## src/rtl/spi_pkg.sv

```systemverilog
// rtl/spi_pkg.sv - shared byte width and sequencer state encodings for the spi burst sequencer
package spi_pkg;
    localparam int SPI_BYTE_W = 8;

    typedef enum logic [2:0] {
        ST_IDLE      = 3'd0,
        ST_LOAD      = 3'd1,
        ST_KICK      = 3'd2,
        ST_WAIT_DONE = 3'd3,
        ST_STORE     = 3'd4
    } seq_state_t;
endpackage

```

## src/rtl/spi_byte_fifo.sv

```systemverilog
// rtl/spi_byte_fifo.sv - synchronous show-ahead byte FIFO, full/empty from extra pointer MSB
module spi_byte_fifo
    import spi_pkg::*;
#(
    parameter int DEPTH = 8
) (
    input  logic                  clk,
    input  logic                  rst,
    input  logic                  wr,
    input  logic [SPI_BYTE_W-1:0] wdata,
    output logic                  full,
    input  logic                  rd,
    output logic [SPI_BYTE_W-1:0] rdata,
    output logic                  empty
);
    localparam int AW = $clog2(DEPTH);

    logic [AW:0]           wr_ptr;
    logic [AW:0]           rd_ptr;
    logic [SPI_BYTE_W-1:0] mem [DEPTH];
    logic                  do_push;
    logic                  do_pop;

    assign empty   = (wr_ptr == rd_ptr);
    assign full    = (wr_ptr[AW] != rd_ptr[AW]) && (wr_ptr[AW-1:0] == rd_ptr[AW-1:0]);
    assign do_pop  = rd && !empty;
    // A pop in the same cycle frees the slot, so a push into a full FIFO still lands.
    assign do_push = wr && (!full || do_pop);
    assign rdata   = mem[rd_ptr[AW-1:0]];

    always_ff @(posedge clk) begin
        if (rst) begin
            wr_ptr <= '0;
            rd_ptr <= '0;
        end else begin
            if (do_push) wr_ptr <= wr_ptr + (AW+1)'(1);
            if (do_pop)  rd_ptr <= rd_ptr + (AW+1)'(1);
        end
    end

    always_ff @(posedge clk) begin
        if (do_push) mem[wr_ptr[AW-1:0]] <= wdata;
    end
endmodule

```

## src/rtl/spi_burst_seq.sv

```systemverilog
// rtl/spi_burst_seq.sv - queues multi-byte SPI bursts through the byte-wide spi core
// Optional SPI_BURST_IRQ_EN adds a sticky irq output with irq_clr input.
module spi_burst_seq
    import spi_pkg::*;
#(
    parameter int                    FIFO_DEPTH = 8,
    parameter int                    LEN_W      = 8,
    parameter logic [SPI_BYTE_W-1:0] FILL_BYTE  = 8'hFF
) (
    input  logic                  clk,
    input  logic                  rst,
    input  logic                  start,
    input  logic [LEN_W-1:0]      len,
    input  logic                  tx_wr,
    input  logic [SPI_BYTE_W-1:0] tx_data,
    output logic                  tx_full,
    input  logic                  rx_rd,
    output logic [SPI_BYTE_W-1:0] rx_data,
    output logic                  rx_empty,
    output logic                  active,
    output logic                  done,
    output logic                  overrun,
    output logic [SPI_BYTE_W-1:0] spi_data_in,
    output logic                  spi_ready_send,
    input  logic                  spi_busy,
    input  logic [SPI_BYTE_W-1:0] spi_data_out
`ifdef SPI_BURST_IRQ_EN
    ,
    output logic                  irq,
    input  logic                  irq_clr
`endif
);
    seq_state_t            state;
    seq_state_t            next_state;
    logic [LEN_W-1:0]      remaining;
    logic                  tx_empty;
    logic [SPI_BYTE_W-1:0] tx_head;
    logic                  tx_pop;
    logic                  rx_push;
    logic                  rx_full;
    logic                  accept;
    logic                  overrun_set;

    assign accept      = (state == ST_IDLE) && start && (len != '0);
    assign tx_pop      = (state == ST_LOAD) && !tx_empty;
    assign rx_push     = (state == ST_STORE);
    assign overrun_set = rx_push && rx_full && !rx_rd;
    assign active      = (state != ST_IDLE);

    spi_byte_fifo #(.DEPTH(FIFO_DEPTH)) u_tx_fifo (
        .clk   (clk),
        .rst   (rst),
        .wr    (tx_wr),
        .wdata (tx_data),
        .full  (tx_full),
        .rd    (tx_pop),
        .rdata (tx_head),
        .empty (tx_empty)
    );

    spi_byte_fifo #(.DEPTH(FIFO_DEPTH)) u_rx_fifo (
        .clk   (clk),
        .rst   (rst),
        .wr    (rx_push),
        .wdata (spi_data_out),
        .full  (rx_full),
        .rd    (rx_rd),
        .rdata (rx_data),
        .empty (rx_empty)
    );

    always_ff @(posedge clk) begin
        if (rst) begin
            state       <= ST_IDLE;
            remaining   <= '0;
            overrun     <= 1'b0;
            spi_data_in <= '0;
        end else begin
            state <= next_state;
            if (accept) begin
                remaining <= len;
                overrun   <= 1'b0;
            end
            if (state == ST_LOAD) spi_data_in <= tx_empty ? FILL_BYTE : tx_head;
            if (rx_push) remaining <= remaining - LEN_W'(1);
            if (overrun_set) overrun <= 1'b1;
        end
    end

    always_comb begin
        next_state     = state;
        spi_ready_send = 1'b0;
        done           = 1'b0;
        case (state)
            ST_IDLE:      if (accept) next_state = ST_LOAD;
            ST_LOAD:      next_state = ST_KICK;
            ST_KICK: begin
                spi_ready_send = 1'b1;
                if (spi_busy) next_state = ST_WAIT_DONE;
            end
            ST_WAIT_DONE: if (!spi_busy) next_state = ST_STORE;
            ST_STORE: begin
                if (remaining == LEN_W'(1)) begin
                    next_state = ST_IDLE;
                    done       = 1'b1;
                end else begin
                    next_state = ST_LOAD;
                end
            end
            default:      next_state = ST_IDLE;
        endcase
    end

`ifdef SPI_BURST_IRQ_EN
    // Set takes priority so a clear racing a new event cannot lose it.
    always_ff @(posedge clk) begin
        if (rst)                              irq <= 1'b0;
        else if (done || (overrun_set && !overrun)) irq <= 1'b1;
        else if (irq_clr)                     irq <= 1'b0;
    end
`endif
endmodule
```

## config.mk

```make
export PLATFORM = sky130hd
export DESIGN_NAME = spi_burst_seq
export DESIGN_NICKNAME = d
export VERILOG_FILES = /design/src/rtl/spi_pkg.sv /design/src/rtl/spi_byte_fifo.sv /design/src/rtl/spi_burst_seq.sv
export SDC_FILE = /design/constraint.sdc
export NUM_CORES = 1
export LEC_CHECK = 0
export CELL_PAD_IN_SITES_DETAIL_PLACEMENT = 2
export CELL_PAD_IN_SITES_GLOBAL_PLACEMENT = 2
export CORE_MARGIN = 4
export CORE_UTILIZATION = 45
export CTS_BUF_LIST = sky130_fd_sc_hd__clkbuf_2
export CTS_CLUSTER_DIAMETER = 80
export DETAILED_ROUTE_END_ITERATION = 12
export PLACE_DENSITY_LB_ADDON = 0.1
export SETUP_SLACK_MARGIN = 0.1
export SLEW_MARGIN = 20
export SYNTH_ARGS = -nofsm -noshare
export SYNTH_HDL_FRONTEND = slang
export SYNTH_SLANG_ARGS = --single-unit
```

## constraint.sdc

```tcl
create_clock -name clk -period 3.3 [get_ports clk]
set_input_delay 0.66 -clock clk [delete_from_list [all_inputs] [get_ports clk]]
set_output_delay 0.66 -clock clk [all_outputs]
set_load 0.05 [all_outputs]
```

==> results of run 1 <==
routing by layer:
metal / GRT usage / routed length (um) / vias to the layer above
met5: 0 / 0 / -
met4: 0.0491 / 225 / 0
met3: 0.0468 / 429 / 14
met2: 0.359 / 8990 / 57
met1: 0.226 / 6600 / 2016
li1: - / - / 1807
worst max-delay path, delay by kind of cell (launching register included):
family	cells	cell delay, ns
buffers and inverters	1	0.40
DFF	1	0.47
and+or+nand+nor	2	0.81
cell type report:
| type | instances | area [um2] |
|---|---|---|
| clock buffers | 21 | 105 |
| clock inverters | 11 | 105 |
| fillers | 1402 | 7290 |
| inverters | 8 | 30.0 |
| multi-input cells | 227 | 2240 |
| flip-flops and latches | 170 | 4690 |
| well taps | 211 | 264 |
| repair buffers | 63 | 594 |
placed cells by master (no fill, tap or decap), types with 4 or more instances in the layout:
cell type	netlist	final
mux4_2	32	32
dfxtp_2	0	5
and3_1	4	4
and4b_1	5	5
nand4_1	4	4
inv_1	8	8
mux2_2	12	12
edfxtp_1	128	128
clkbuf_2	0	21
nand3_1	6	6
a21oi_1	9	9
ha_1	6	6
a211oi_1	12	12
clkinv_1	0	5
xor2_1	7	7
nor2_1	31	31
buf_4	1	19
nand2_1	14	14
or3_1	5	5
nor2b_1	6	6
clkdlybuf4s50_1	0	39
dfxtp_1	42	37
mux2i_1	12	12
path summary, 6_finish.rpt:
path	to	slack, ns	from	cells after the start
max	done	0.27	state[0]	3
min reg2reg	remaining[5]	0.50	remaining[5]	2
max reg2reg	u_rx_fifo.mem[4][4]	1.02	state[0]	3
min	remaining[5]	0.50	remaining[5]	2
metrics by stage:
step | hold WS (ns) | instance area [um2] | utilization | total power, mW | cells
final | 0.505 | 8030 | 0.524 | 3.89 | 711
after global routing | 0.471 | 8030 | 0.524 | 4.08 | 711
after CTS | 0.492 | 8020 | 0.523 | 3.95 | 711
after detailed placement | 0.475 | 7790 | 0.509 | 2.93 | 679
after global placement | 0.461 | 7790 | 0.509 | 2.90 | 679
after floorplan | 0.448 | 7060 | - | 2.74 | 428
cells by family after synthesis:
family          count (synthesis)  share of synthesized area
flops                         170                      0.663
xor+xnor                       10                     0.0151
compound gates                 47                     0.0535
simple gates                  105                     0.0925
fa+ha+maj                       6                     0.0106
mux                            59                      0.144
buf+inv                        31                     0.0209
Yosys cell counts, drive strengths merged (2+ instances only):
cell type	n
edfxtp	128
and4	2
xor2	8
nor3	5
nand3	6
o311ai	3
nand4	4
ha	6
buf	16
and2	2
nor4b	4
nor3b	3
inv	8
nand2	14
mux2	15
a21oi	11
o21ai	6
nand2b	2
nor2	31
clkbuf	7
xnor2	2
mux4	32
and3	5
a31oi	3
nor2b	6
or3	5
a22oi	3
and4b	6
nor4	5
dfxtp	42
a211oi	12
mux2i	12
or4	2
state kept, by name, summed over array words and instances (netlist names), named ones only:
signal / count
overrun: 1
u_rx_fifo.wr_ptr: 4
state: 3
u_tx_fifo.mem: 64
u_rx_fifo.rd_ptr: 4
remaining: 8
u_tx_fifo.wr_ptr: 4
u_rx_fifo.mem: 64
spi_data_in: 8
u_tx_fifo.rd_ptr: 4
where the power goes:
group	total, mW	internal, mW	leakage, nW	switching [mW]
Sequential	2.40	2.35	1.50	0.0511
Combinational	0.471	0.194	1.01	0.277
Clock	1.02	0.346	0.136	0.673
==> results.txt, run 1 <==
Status = finished clean
Final wirelength = 16,200 um
Top cells by area, synth = edfxtp_1, dfxtp_1, mux4_2
Final worst slack = 0.274 ns
# IOs = 52
Post-synth net total = 464
Final HPWL DP = 11,300 um
DP Worst Slack = 0.451 ns
VDD IR max = 0.429 mV
DRC viols = 0
Setup crit end kind = output pin
CORE AREA = 0.0153 mm2
GRT overflow = 0
Share of cells above drive strength 1 = 0.242
Ys flop type = edfxtp_1
Post-synth EDFFs = 128
Worst EP arrival = 2.37 ns
1st-iter DRT viols = 220
Hold Crit Class = flop to flop
Crit path max fanout = 10
Max incr delay on CP = 0.60 ns
Number of CTS-inserted buffers = 17
Ant diodes = 0
Power Density = 485 mW/mm2
Final #Nets = 523
Register area share after synthesis = 0.663
Routed Antenna Nets = 0
Root Driver = clkbuf_2
Mean Syn Cell Area = 16.5 um2
Maximum root-to-sink buffer count = 2
WP data required = 2.64 ns
Final Cycle Share = 0.917
Largest net degree at the start of global routing = 23
Tightest Pin Transition = 0.849 ns
Initial antenna violation count = 0
Clk pin slew, worst setup/hold paths = 0.22 ns
Synthesized flop and latch total = 170
Syn Std Cell Area = 0.00706 mm2
Leakage = 2.65 nW
Worst Skew = 0.0345 ns
Final TNS setup = 0 ns
# setup viols final = 0
Yosys top cell area share = 0.544
Crit Path Category = flop to output pin
Clock latency on the worst-skew pair = 0.70 ns
Worst path slowest cell = or3b_2
Post-CTS Setup Bufs = 0
Die W = 133 um
I/O Buffers = 51
CTS tree = built
H-tree depth = 4
DR vias/cell = 5.48
Wirelength per Cell = 22.8 um
Slew Limit Headroom = 0.432
Core Rows = 45
Max_cap viols = 0
Synth area leader = edfxtp_1
Die H = 133 um
Vias in the first global route = 4,442
Post-CTS sizing = 14
Initial Util = 0.461
Area Growth Syn to Fin = 13.6%
Achievable frequency = 331 MHz
Detailed Routing Iterations Pass 1 = 4
Synth unique cells = 63
Post-Synthesis Cells = 428
Total GRT Usage = 0.194
Total die area = 0.0178 mm2
Post-CTS Hold Fix Bufs = 0
Async SR Flop Fraction = 0
Via count = 3,894
Ys Warns = 0
TritonCTS Sinks = 170
CP Cell Sequence = or3b_2, nor3_1, clkdlybuf4s15_2
RSZ-0062 raised after global routing = yes
Hold Fails Final Rpt = 0
RePlAce Congestion = 0.746
First-pass GRT wire length = 26,000 um
Post-route minimum period = 3.03 ns
Slew Viols, Final = 0
CP Launch Type = flop
(Power assumes the default switching activity.)
==> run 2: changes to the inputs <==
- CORE_UTILIZATION: 45 -> 49
- DONT_BUFFER_PORTS: unset -> 1
==> run 2 against run 1 <==
Sequential power up 3%. Via count down 0.85%. Die area down 7.7%.
==> results.txt, run 2 (synthesis results as in run 1) <==
Slew Viols, Final = 0 (unchanged)
Area of the multi-input gates = 0.00223 mm2 (about the same)
CP Launch Type = flop
First-pass GRT wire length = 26,200 um (+0.61%)
FILL cells = 1,202 (-14%)
Clock latency on the worst-skew pair = 0.76 ns (+0.06 ns)
Sw Pwr = 1.14 mW (+14%)
Commonest non-fill, non-tap cell in the layout = edfxtp_1
GRT overflow = 0 (unchanged)
VDD IR max = 0.375 mV (-12%)
Share of cells above drive strength 1 = 0.246 (+0.00428)
Combinational fraction of design power = 0.090 (-0.031)
Power Density = 511 mW/mm2 (+5.2%)
Crit path max fanout = 10 (unchanged)
Wirelength per Cell = 25.6 um (+12%)
CORE AREA = 0.0140 mm2 (-8.7%)
Root Driver = clkbuf_2
Slew Limit Headroom = 0.434 (+0.00142)
Seq pwr share = 0.622 (+0.005)
Final HPWL DP = 11,600 um (+2.6%)
Pwr Total = 3.96 mW (+1.8%)
Vias in the first global route = 4,375 (-1.5%)
Final wirelength = 16,700 um (+2.8%)
Hold Crit Class = input port to flop
Die H = 128 um (-3.9%)
Leakage = 2.55 nW (-3.9%)
Number of CTS-inserted buffers = 17 (unchanged)
Achievable frequency = 333 MHz (+0.67%)
# IOs = 52 (unchanged)
RePlAce Congestion = 0.708 (-5.1%)
Tightest Pin Transition = 0.848 ns (-0.000155 ns)
Maximum root-to-sink buffer count = 2 (unchanged)
Worst EP arrival = 2.35 ns (-0.02 ns)
Worst Skew = 0.0322 ns (-0.00229 ns)
H-tree depth = 4 (unchanged)
RSZ-0062 raised after global routing = no
CTS tree = built
Hold Fails Final Rpt = 0 (unchanged)
Total die area = 0.0164 mm2 (-7.7%)
Final #Nets = 494 (-5.5%)
Ant diodes = 0 (unchanged)
Routed Antenna Nets = 0 (unchanged)
1st-iter DRT viols = 224 (+1.8%)
Crit Path Category = flop to output pin
Max_cap viols = 0 (unchanged)
Area Growth Syn to Fin = 9.94%
Final Cycle Share = 0.911 (-0.00611)
Finished Core Util = 0.555 (+0.0310)
Via count = 3,861 (-0.85%)
WP data required = 2.64 ns (about the same)
Total GRT Usage = 0.217 (+0.0231)
DR vias/cell = 5.93 (+8.3%)
Clk pin slew, worst setup/hold paths = 0.27 ns (+0.05 ns)
Register area = 0.00469 mm2 (about the same)
Most frequent cells in the layout = edfxtp_1, dfxtp_1, mux4_2, nor2_1, dlygate4sd3_1
Largest net degree at the start of global routing = 29 (+26%)
TritonCTS Sinks = 170 (unchanged)
DRC viols = 0 (unchanged)
Initial Util = 0.505 (+0.0437)
Post-route minimum period = 3.01 ns (-0.0202 ns)
Detailed Routing Iterations Pass 1 = 4 (unchanged)
Initial antenna violation count = 0 (unchanged)
Core Rows = 43 (-4.4%)
Final TNS setup = 0 ns (unchanged)
Cell Int Power = 2.82 mW (-2.4%)
I/O Buffers = 0 (-100%)
Setup crit end kind = output pin
# setup viols final = 0 (unchanged)
Die W = 128 um (-3.9%)
Status = finished clean
Clock power share = 0.288 (+0.026)
Sw frac = 0.287 (+0.0304)
run 2: changes by cell type in the layout (fill, tap and decap cells not counted), sizes merged, moves of 3 or more:
cell and change:
dlygate4sd3 +22, clkinv -5, clkdlybuf4s50 -39, inv +10, clkbuf -4, clkdlybuf4s15 -3
buf -8
run 2: cell type report:
class | count | area share
sequential | 170 | 0.605
inverter | 8 | 0.00387
clock buffer | 17 | 0.0110
timing repair buffer | 34 | 0.0416
tap | 180 | 0.0290
clock inverter | 15 | 0.0221
multi-input combinational | 227 | 0.288
run 2: what timing repair did:
| item | in CTS | in global routing |
|---|---|---|
| hold endpoints to repair | 160 | 1 |
| resized for setup | 4 | 3 |
| setup endpoints to repair | 10 | 1 |
| gates cloned | 0 | 0 |
| hold buffers | 22 | 1 |
| pin swaps | 0 | 0 |
| buffers inserted | 0 | 0 |
run 2: per-stage QoR:
step,hold WS (ns),area (um2),worst slack (ns),cells
6_report,0.131,7760,0.295,651
5_1_grt,0.0104,7760,0.118,651
4_1_cts,0.00347,7750,0.194,650
3_5_place_dp,0.498,7260,0.864,596
3_3_place_gp,0.454,7260,0.990,596
2_1_floorplan,0.448,7060,0.525,428
run 2: critical path, cell delays in order (launching register included):
cell     delay, ns
dfxtp_2       0.50
xor2_1        0.18
or3_1         0.44
nor2_1        0.22
buf_4         0.24
run 2: worst paths after layout:
kind	start	end	slack, ns	cells after the start
setup / recovery	u_rx_fifo.wr_ptr[1]	rx_empty	0.29	4
hold / removal	rst	u_tx_fifo.rd_ptr[3]	0.13	2
setup reg to reg	u_tx_fifo.wr_ptr[0]	u_tx_fifo.mem[2][7]	0.88	5
hold reg to reg	state[2]	state[1]	0.54	1
run 2: power by group through the flow:
stage / clock [mW] / combinational, mW / sequential [mW]
after global placement: 0 / 0.289 / 2.50
final: 1.14 / 0.358 / 2.46
after CTS: 1.19 / 0.360 / 2.47
after global routing: 1.30 / 0.393 / 2.47
after detailed placement: 0 / 0.309 / 2.51
after floorplan: 0 / 0.265 / 2.48
run 2: per-layer routing:
layer | up-vias | track usage | share of wire
met5 | - | 0 | 0
met4 | 0 | 0.0699 | 0.023
met3 | 22 | 0.0604 | 0.041
met2 | 83 | 0.388 | 0.54
met1 | 1995 | 0.253 | 0.40
li1 | 1761 | - | -
==> run 3: changes to the inputs <==
- CAP_MARGIN: unset -> 20
==> results of run 3 <==
The final DEF is identical to that of run 2; final timing and power are the same.
==> edit 1, RTL diff (settings of run 2) <==
The 5 states of `seq_state_t` get a one-hot encoding in 5 bits.
--- a/src/rtl/spi_pkg.sv
+++ b/src/rtl/spi_pkg.sv
@@ -3,10 +3,10 @@
     localparam int SPI_BYTE_W = 8;
 
-    typedef enum logic [2:0] {
-        ST_IDLE      = 3'd0,
-        ST_LOAD      = 3'd1,
-        ST_KICK      = 3'd2,
-        ST_WAIT_DONE = 3'd3,
-        ST_STORE     = 3'd4
+    typedef enum logic [4:0] {
+        ST_IDLE      = 5'b00001,
+        ST_LOAD      = 5'b00010,
+        ST_KICK      = 5'b00100,
+        ST_WAIT_DONE = 5'b01000,
+        ST_STORE     = 5'b10000
     } seq_state_t;
 endpackage
Function: no difference found for any inputs over 10 cycles, from zero or initial values and one cycle with rst high; not proved beyond that.
==> edit 1 against run 2 <==
Setup slack got worse by 0.051 ns; final area increased by 2.4%; cell count increased by 3.1%; sequential cell count increased by 2; routed wire length increased by 5.6%; sequential share of layout area decreased by 1.0 points; worst hold slack got worse by 0.051 ns; total power increased by 1.3%; area after synthesis increased by 2.3%; largest cell class unchanged.
==> edit 1: results (changes against run 2) <==
| Metric | Value |
|---|---|
| Capture instance of the worst register-to-register path | u_tx_fifo.mem[4][1] (was u_tx_fifo.mem[2][7]) |
| Share of the core filled with cells | 0.5492 (was 0.5550) |
| Number of antenna violations at the first check in global routing | 1 (was 0) |
| Vias after detailed routing | 3991 (was 3861) |
| Violation count after the first detailed-route iteration | 184 (was 224) |
| Design Area, Final | 7951 um2 (was 7764 um2) |
| Gate count after technology mapping | 443 (was 428) |
| Highest cell delay on the worst timing path | 0.84 ns (was 0.50 ns) |
| Met3 track demand over resource in global routing | 0.04782 (was 0.06042) |
| Gate family responsible for the most delay along the worst path | flip-flops (was simple AND/OR/NAND/NOR gates) |
| Count of inverters not on the clock network in the layout | 7 (was 8) |
| DR WL met2 | 9644 um (was 8964 um) |
| Weighted congestion reported at the end of routability-driven placement | 0.7464 (was 0.7079) |
| Post-Place Setup Slack | 0.8422 ns (was 0.8638 ns) |
| Number of nets in the finished design | 508 (was 494) |
| Leading cell types by total area after synthesis | sky130_fd_sc_hd__edfxtp_1 53%, sky130_fd_sc_hd__dfxtp_1 12%, sky130_fd_sc_hd__mux4_2 10% (was sky130_fd_sc_hd__edfxtp_1 54%, sky130_fd_sc_hd__dfxtp_1 12%, sky130_fd_sc_hd__mux4_2 10%) |
| # fillers | 1248 (was 1202) |
| Non-clock buffers, area share | 0.04091 (was 0.04158) |
| Placed Area | 7435 um2 (was 7257 um2) |
| Number of non-clock buffers | 35 (was 34) |
| Placed Instances | 616 (was 596) |
| Seq/Total Area, Yosys | 0.6542 (was 0.6634) |
| Synthesized Nets | 479 (was 464) |
| Worst Max-Slew Pin Slew | 0.8515 ns (was 0.8484 ns) |
| Share of post-route cells with drive strength above 1 | 0.2557 (was 0.2463) |
| Fraction of met2 tracks used by global routing | 0.4064 (was 0.3879) |
| Run status | completed (unchanged) |
| List of most frequent post-synthesis cells | 128 x sky130_fd_sc_hd__edfxtp_1, 44 x sky130_fd_sc_hd__dfxtp_1, 32 x sky130_fd_sc_hd__mux4_2 (was 128 x sky130_fd_sc_hd__edfxtp_1, 42 x sky130_fd_sc_hd__dfxtp_1, 32 x sky130_fd_sc_hd__mux4_2) |
| Cell leakage power | 2.586 nW (was 2.548 nW) |
| Reg-to-reg critical path startpoint | state[0] (was u_tx_fifo.wr_ptr[0]) |
| R2R Setup Slk | 0.95 ns (was 0.88 ns) |
| Worst R2R Path Depth | 6 (was 5) |
| Total of clock buffers placed in the layout | 19 (was 17) |
| Maximum fanout encountered on the critical timing path | 16 (was 10) |
| Hold-fix buffers at CTS | 18 (was 22) |
| Estimated wirelength of the detail-placed design | 11580 um (about the same) |
| Met3 Routed Length | 630 um (was 681 um) |
| Global-route wire length before repair | 27050 um (was 26200 um) |
## edit 1: worst min-delay path by stage
stage / startpoint / end / slack [ns] / depth (start not counted)
6_report: rst / u_tx_fifo.wr_ptr[2] / 0.08 / 1
5_1_grt: rst / state[0] / 0.002 / 2
4_1_cts: len[2] / remaining[2] / 0.002 / 2
3_5_place_dp: remaining[4] / remaining[4] / 0.51 / 2
3_3_place_gp: u_rx_fifo.rd_ptr[3] / u_rx_fifo.rd_ptr[3] / 0.47 / 2
2_1_floorplan: u_rx_fifo.rd_ptr[3] / u_rx_fifo.rd_ptr[3] / 0.47 / 2
## edit 1: power by group
part	internal [W]	switching (W)
logic	0.000130	0.000181
clock network	0.000514	0.000740
registers	0.00237	0.0000806
total	0.00301	0.00100
## edit 1: logic make-up after synthesis
kind of cell	synth area share
flip-flops	0.6542
XOR/XNOR	0.01525
AND/OR/NAND/NOR	0.09390
adder cells (fa/ha/maj)	0.01039
AO/OA/AOI/OAI	0.06099
buffers and inverters	0.02217
multiplexers	0.1431
==> edit 2, RTL diff (settings of run 2) <==
Without the edit above. Set the parameter `LEN_W` to 32 (it was 8).
--- a/src/rtl/spi_burst_seq.sv
+++ b/src/rtl/spi_burst_seq.sv
@@ -5,5 +5,5 @@
 #(
     parameter int                    FIFO_DEPTH = 8,
-    parameter int                    LEN_W      = 8,
+    parameter int                    LEN_W      = 32,
     parameter logic [SPI_BYTE_W-1:0] FILL_BYTE  = 8'hFF
 ) (
Ports: changed (resized len); port bits go from 52 to 76. The function was not compared with the original's and may differ.
==> edit 2 against run 2 <==
Routed wire length is 48% higher; synthesized cell count rose by 39%; sequential cell count rose by 24; area after synthesis increased by 17%; setup slack got worse by 0.23 ns; final area up 20%.
Power is not compared: it rests on default switching activity, and its combinational part moved more than twofold at a synthesized area within 25%.
==> edit 2: results (changes against run 2) <==
| Metric | Value |
|---|---|
| Cell type of the slowest stage on the worst timing path | sky130_fd_sc_hd__or3_4 (was sky130_fd_sc_hd__dfxtp_2) |
| R2R Setup Slk | 0.37 ns (was 0.88 ns) |
| Post-Place Setup Slack | 0.3989 ns (was 0.8638 ns) |
| Number of global-route vias before repair | 6009 (was 4375) |
| Combinational power | 0.000963 W |
| Resized cells post-CTS | 14 (was 4) |
| Hold Worst Slack | 0.08853 ns (was 0.1314 ns) |
| DR WL met2 | 13180 um (was 8964 um) |
| GR met1 Demand/Resource | 0.3218 (was 0.2531) |
| Met3 track demand over resource in global routing | 0.06026 (was 0.06042) |
| Run status | completed (unchanged) |
| Number of antenna violations at the first check in global routing | 1 (was 0) |
| Estimated wirelength of the detail-placed design | 16430 um (was 11580 um) |
| WP data arrival | 2.57 ns (was 2.35 ns) |
| Vias after detailed routing | 5544 (was 3861) |
| Number of library cell types mapped by synthesis | 62 (was 63) |
| Critical path launch point | remaining[28] (was u_rx_fifo.wr_ptr[1]) |
| Number of post-CTS setup repair buffers | 4 (was 0) |
| Maximum fanout encountered on the critical timing path | 3 (was 10) |
| Placed Area | 8526 um2 (was 7257 um2) |
| Wire length on met1 | 10020 um (was 6658 um) |
| Detailed Route WL | 24670 um (was 16690 um) |
| Pin count of the biggest net entering global routing | 63 (was 29) |
| Global-route wire length before repair | 36200 um (was 26200 um) |
| Reg-to-reg critical path startpoint | u_tx_fifo.wr_ptr[0] (unchanged) |
| Clk Latency, worst-skew pair | 0.81 ns (was 0.76 ns) |
| Number of nets in the finished design | 708 (was 494) |
| Synthesized Nets | 655 (was 464) |
| Fraction of met2 tracks used by global routing | 0.4648 (was 0.3879) |
| Post-Synthesis Mean Instance Area | 13.84 um2 (was 16.50 um2) |
| Seq/Total Area, Yosys | 0.6273 (was 0.6634) |
| Violation count after the first detailed-route iteration | 368 (was 224) |
| List of most frequent post-synthesis cells | 128 x sky130_fd_sc_hd__edfxtp_1, 66 x sky130_fd_sc_hd__dfxtp_1, 46 x sky130_fd_sc_hd__nor2_1 (was 128 x sky130_fd_sc_hd__edfxtp_1, 42 x sky130_fd_sc_hd__dfxtp_1, 32 x sky130_fd_sc_hd__mux4_2) |
| Final worst clock skew | 0.05434 ns (was 0.03222 ns) |
| Global routing usage summed across all routing layers | 0.2622 (was 0.2171) |
| Relative slew margins | 0.3475 (was 0.4337) |
| Share of post-route cells with drive strength above 1 | 0.1936 (was 0.2463) |
| Crit path to | done (was rx_empty) |
| Worst Hold End | remaining[11] (was u_tx_fifo.rd_ptr[3]) |
| Leading cell types by total area after synthesis | sky130_fd_sc_hd__edfxtp_1 47%, sky130_fd_sc_hd__dfxtp_1 16%, sky130_fd_sc_hd__mux4_2 8.8% (was sky130_fd_sc_hd__edfxtp_1 54%, sky130_fd_sc_hd__dfxtp_1 12%, sky130_fd_sc_hd__mux4_2 10%) |
## edit 2: cell count changes in the layout (fill, tap and decap cells not counted), sizes merged, moves of 11 or more
cell,before,now
nor3,5,20
dlygate4sd3,22,43
buf,12,28
nor4,5,16
nor2,31,46
a21oi,11,25
dfxtp,42,66
a31oi,3,15
## edit 2: cells by family (layout without fill, tap and decap cells)
kind of cell | after synthesis | count (layout) | share of synthesized area
compound gates | 98 | 98 | 0.08373
xor+xnor | 18 | 18 | 0.01915
fa+ha+maj | 6 | 6 | 0.009117
buf+inv | 47 | 113 | 0.02446
flops | 194 | 194 | 0.6273
mux | 55 | 55 | 0.1167
other cells | 0 | 1 | 0
simple gates | 177 | 177 | 0.1196
## edit 2: area by class of cell
type | count | area [um2]
diodes | 1 | 2.502
clock inverters | 14 | 145.1
flip-flops and latches | 194 | 5172
clock buffers | 18 | 90.09
repair buffers | 71 | 671.9
fillers | 1475 | 7201
well taps | 220 | 275.3
multi-input cells | 354 | 2929
inverters | 10 | 37.54
